--- config.mk ---
export PLATFORM = sky130hd
export DESIGN_NAME = mac_l1_seq
export DESIGN_NICKNAME = d
export VERILOG_FILES = /design/src/rtl/mac_l1_seq.sv
export SDC_FILE = /design/constraint.sdc
export NUM_CORES = 1
export LEC_CHECK = 0
export ABC_AREA = 0
export BUFFER_PORTS_ARGS = -buffer_cell sky130_fd_sc_hd__buf_2
export CORE_ASPECT_RATIO = 0.7
export CORE_UTILIZATION = 49
export CTS_CLUSTER_SIZE = 12
export DETAILED_ROUTE_END_ITERATION = 8
export HOLD_SLACK_MARGIN = 0.12
export PLACE_DENSITY = 0.84
export SYNTH_ARGS = -nofsm -noshare
export SYNTH_HDL_FRONTEND = slang
export SYNTH_SLANG_ARGS = --single-unit
--- constraint.sdc ---
create_clock -name clk -period 2.23 [get_ports clk]
set_input_delay 0.223 -clock clk [delete_from_list [all_inputs] [get_ports clk]]
set_output_delay 0.223 -clock clk [all_outputs]
set_load 0.05 [all_outputs]
--- src/rtl/mac_l1_seq.sv ---
// Layer-1 MAC sequencer: bias preload, pixel/weight address stream, latency-aligned MAC enable, result hold.
// Optional build macro MAC_ZERO_SKIP_EN gates mac_en on zero pixels and adds skip_cnt.
module mac_l1_seq #(
    parameter int N_PIX   = 784,
    parameter int ADDR_W  = 10,
    parameter int MEM_LAT = 1
) (
    input  logic              clk,
    input  logic              rst,
    input  logic              start,
    input  logic              abort,
    input  logic [7:0]        pixel_in,
    output logic [ADDR_W-1:0] pix_addr,
    output logic              pix_rd,
    output logic              mac_clr,
    output logic              mac_init_bias,
    output logic              mac_en,
    output logic              busy,
    output logic              out_valid,
`ifdef MAC_ZERO_SKIP_EN
    output logic [ADDR_W:0]   skip_cnt,
`endif
    input  logic              out_ready
);

    typedef enum logic [2:0] {S_IDLE, S_BIAS, S_RUN, S_DRAIN, S_HOLD} state_t;

    localparam logic [ADDR_W-1:0] LAST_ADDR = ADDR_W'(N_PIX - 1);

    state_t             r_state, w_state_nxt;
    logic [ADDR_W-1:0]  r_addr, w_addr_nxt;
    logic [MEM_LAT-1:0] r_en_pipe, w_pipe_nxt;
    logic [MEM_LAT:0]   w_pipe_ext;
    logic               r_rd, r_clr, r_bias, r_busy, r_valid;
    logic               w_kill;

    assign w_kill     = abort && (r_state != S_IDLE);
    assign w_pipe_ext = {r_en_pipe, r_rd};

    always_ff @(posedge clk or negedge rst) begin
        if (!rst) r_state <= S_IDLE;
        else      r_state <= w_state_nxt;
    end

    always_comb begin
        w_state_nxt = r_state;
        w_addr_nxt  = r_addr;
        w_pipe_nxt  = w_pipe_ext[MEM_LAT-1:0];
        if (w_kill) begin
            w_state_nxt = S_IDLE;
            w_addr_nxt  = '0;
            w_pipe_nxt  = '0;
        end else begin
            case (r_state)
                S_IDLE:  if (start && !abort) w_state_nxt = S_BIAS;
                S_BIAS:  w_state_nxt = S_RUN;
                S_RUN: begin
                    // terminal compare, never relies on counter overflow
                    if (r_addr == LAST_ADDR) begin
                        w_state_nxt = S_DRAIN;
                        w_addr_nxt  = '0;
                    end else begin
                        w_addr_nxt = r_addr + ADDR_W'(1);
                    end
                end
                S_DRAIN: if (w_pipe_nxt == '0) w_state_nxt = S_HOLD;
                S_HOLD:  if (out_ready) w_state_nxt = S_IDLE;
                default: w_state_nxt = S_IDLE;
            endcase
        end
    end

    always_ff @(posedge clk or negedge rst) begin
        if (!rst) begin
            r_addr    <= '0;
            r_en_pipe <= '0;
            r_rd      <= 1'b0;
            r_clr     <= 1'b0;
            r_bias    <= 1'b0;
            r_busy    <= 1'b0;
            r_valid   <= 1'b0;
        end else begin
            r_addr    <= w_addr_nxt;
            r_en_pipe <= w_pipe_nxt;
            r_rd      <= (w_state_nxt == S_RUN);
            r_clr     <= w_kill;
            r_bias    <= (w_state_nxt == S_BIAS);
            r_busy    <= (w_state_nxt != S_IDLE);
            r_valid   <= (w_state_nxt == S_HOLD);
        end
    end

    assign pix_addr      = r_addr;
    assign pix_rd        = r_rd;
    assign mac_clr       = r_clr;
    assign mac_init_bias = r_bias;
    assign busy          = r_busy;
    assign out_valid     = r_valid;

`ifdef MAC_ZERO_SKIP_EN
    logic [ADDR_W:0] r_skip;
    logic            w_zero;

    // pixel_in is the RAM data for the current enable slot, so the gate cannot be registered
    assign w_zero   = (pixel_in == 8'd0);
    assign mac_en   = r_en_pipe[MEM_LAT-1] && !w_zero;
    assign skip_cnt = r_skip;

    always_ff @(posedge clk or negedge rst) begin
        if (!rst)                               r_skip <= '0;
        else if (r_state == S_BIAS)             r_skip <= '0;
        else if (r_en_pipe[MEM_LAT-1] && w_zero) r_skip <= r_skip + (ADDR_W+1)'(1);
    end
`else
    logic w_unused_pixel;

    assign w_unused_pixel = ^pixel_in;
    assign mac_en         = r_en_pipe[MEM_LAT-1];
`endif

endmodule

==> results.ini <==
[worst_setup_path]
startpoint_type=flop
critical_path_class=flop to flop
cp.arrival_ps=2000
worstPathRequired_ps=2460
rr_endpoint=busy$_DFF_PN0_
worst-r2r-cell-count=5
crit_path_start=pix_addr[1]$_DFFE_PN0P_
r2r_slack_ps=460
critPathMaxFanout=5
cp-end-kind=flop
cp-endpoint=busy$_DFF_PN0_
timing.rr.start=pix_addr[1]$_DFFE_PN0P_

[synthesis]
seq_area_frac_synth_pct=51.4
synth-edff-count=0
synth_area_leaders=dfrtp_1, xor2_1, nor2_1
yosysMostFrequentCell=dfrtp_1
postSynth.asyncResetShare_pct=100
synth_area_um2=926
synth_top_cell_by_area=dfrtp_1
synthTopCellsByCount=dfrtp_1, nor2_1, xor2_1, o2111ai_1
yosysWarnings=0
synth_nets=101
avgSynthCellArea_um2=10.6
netlist_instances=87
ys_ff_latch=19
synth_cell_type_count=32
ys.flop_type=dfrtp_1
yosys.area.top_type_share_pct=51.4

[die]
pin_count=29
die_area_um2=2070
rows=12
core_area_um2=1680
fp.dieW_um=54.0
start_util_pct=55.1
dieHeight_um=38.4

[outcome]
status=completed

[routing]
wl_per_cell_um=13.3
drt_pre_antenna_iters=4
vias_per_cell=5.52
routed_wl_um=1730
ant_nets=0
drt-initial-drc-count=19
drc_errors=0
vias=718

[finish]
final_util_pct=64.2
fin_area_um2=1080
drive_gt1_share_pct=25.7
area_growth_pct=16.6
num_antenna_cells=0
final_nets=124

[timing]
max_freq_mhz=564
fin_crit_ps=1770
finalCritPeriodShare_pct=79.5
worstMarginPinSlew_ps=482
fin_worst_skew_ps=6.81
setup_viol=0
rsz0062_at_grt=false
tns_ps=0
final-hold-violation-count=0
relSlewSlack_pct=67.8
report.final.slew_viol_count=0
finalWorstSetupSlack_ps=458

[clock_tree]
ctsResizeCount=0
cts.sink_count=19
postCtsSetupRepairBufs=0
path_clk_slew_ps=100
cts_tree=built
clk_latency_ps=290
cts_buffers=3
h-tree-depth=1
root_buffer=clkbuf_4
cts.path.max_buffers=2

[pwr]
p_per_area_nw_per_um2=784
max-vdd-ir-drop_mv=0.500
cellLeakagePower_nw=0.563

[hold_path]
min_path_type=input port to flop

[global_route]
grt_max_degree=20
antenna_found_initial=0
grt_pass1_vias=629
grt_pass1_wl_um=2740
overflow=0
track_usage_pct=19.9

[place]
gp_congestion=0.822
io_buffers=20
place_ws_ps=501
hpwl_um=1290
dpl_cell_area_um2=1040

[flow_run]
maxCapViolations=0

-- worst max-delay path, cell delays in order (launching register included) --
cell      delay [ps]
dfrtp_1          440
ha_1             270
and4bb_2         270
nand4_1          140
a221oi_1         410
or3_1            180
-- placed cells by master, fill, tap and decap left out, types with 3 or more instances in the layout --
master,count
buf_2,20
and4_1,3
o2111ai_1,4
dfrtp_1,19
clkbuf_4,3
nor2b_1,3
nor2_1,14
o21ai_1,3
xor2_1,7
and2_1,3
-- final cells by class --
cell class,count,area [µm²]
clock buffers,4,26.3
fillers,134,602
inverters,2,7.51
multi-input cells,61,419
flip-flops and latches,19,475
well taps,21,26.3
repair buffers,23,125
-- stage by stage --
step | hold slack, ps | cells | power (W)
after detailed placement | 176 | 125 | 0.000684
after global placement | 171 | 125 | 0.000680
after global routing | 188 | 130 | 0.000898
final | 197 | 130 | 0.000847
after CTS | 194 | 130 | 0.000852
after floorplan | -72.6 | 87 | 0.000613
-- worst min-delay path by stage --
stage,end,slack [ps],cells after the start,from
after global routing,out_valid$_DFF_PN0_,190,2,abort
after floorplan,busy$_DFF_PN0_,-70,0,rst
after CTS,out_valid$_DFF_PN0_,190,2,abort
after detailed placement,pix_addr[7]$_DFFE_PN0P_,180,1,rst
final,out_valid$_DFF_PN0_,200,2,abort
after global placement,pix_addr[7]$_DFFE_PN0P_,170,1,rst
-- power by group --
group	internal [W]	switching (W)	leakage (nW)
clock network	0.0000696	0.0000949	0.0150
registers	0.000378	0.0000371	0.259
logic	0.0000738	0.000193	0.289
-- state kept, by name, summed over array words and instances, names as in the netlist --
signal	count
pix_addr	10
r_state	3
busy	1
mac_clr	1
mac_en	1
mac_init_bias	1
out_valid	1
pix_rd	1
-- layer usage --
layer / part of all wire (%) / wire (µm) / track usage [%]
met1: 51 / 881 / 28.1
met2: 43 / 739 / 25.9
met3: 5.4 / 94 / 8.73
met4: 0.64 / 11 / 7.89
met5: 0 / 0 / 0
-- logic make-up after synthesis --
logic type / share of synthesized area, %
XOR/XNOR: 7.57
adder cells (fa/ha/maj): 1.35
AND/OR/NAND/NOR: 23.2
flip-flops: 51.4
buffers and inverters: 3.38
AO/OA/AOI/OAI: 13.1
-- timing repair --
item                                    4_1_cts  5_1_grt
endpoints found under the hold margin        19        0
hold buffers                                  1        0
endpoints found under the setup margin        0        0
(Power assumes the default switching activity.)
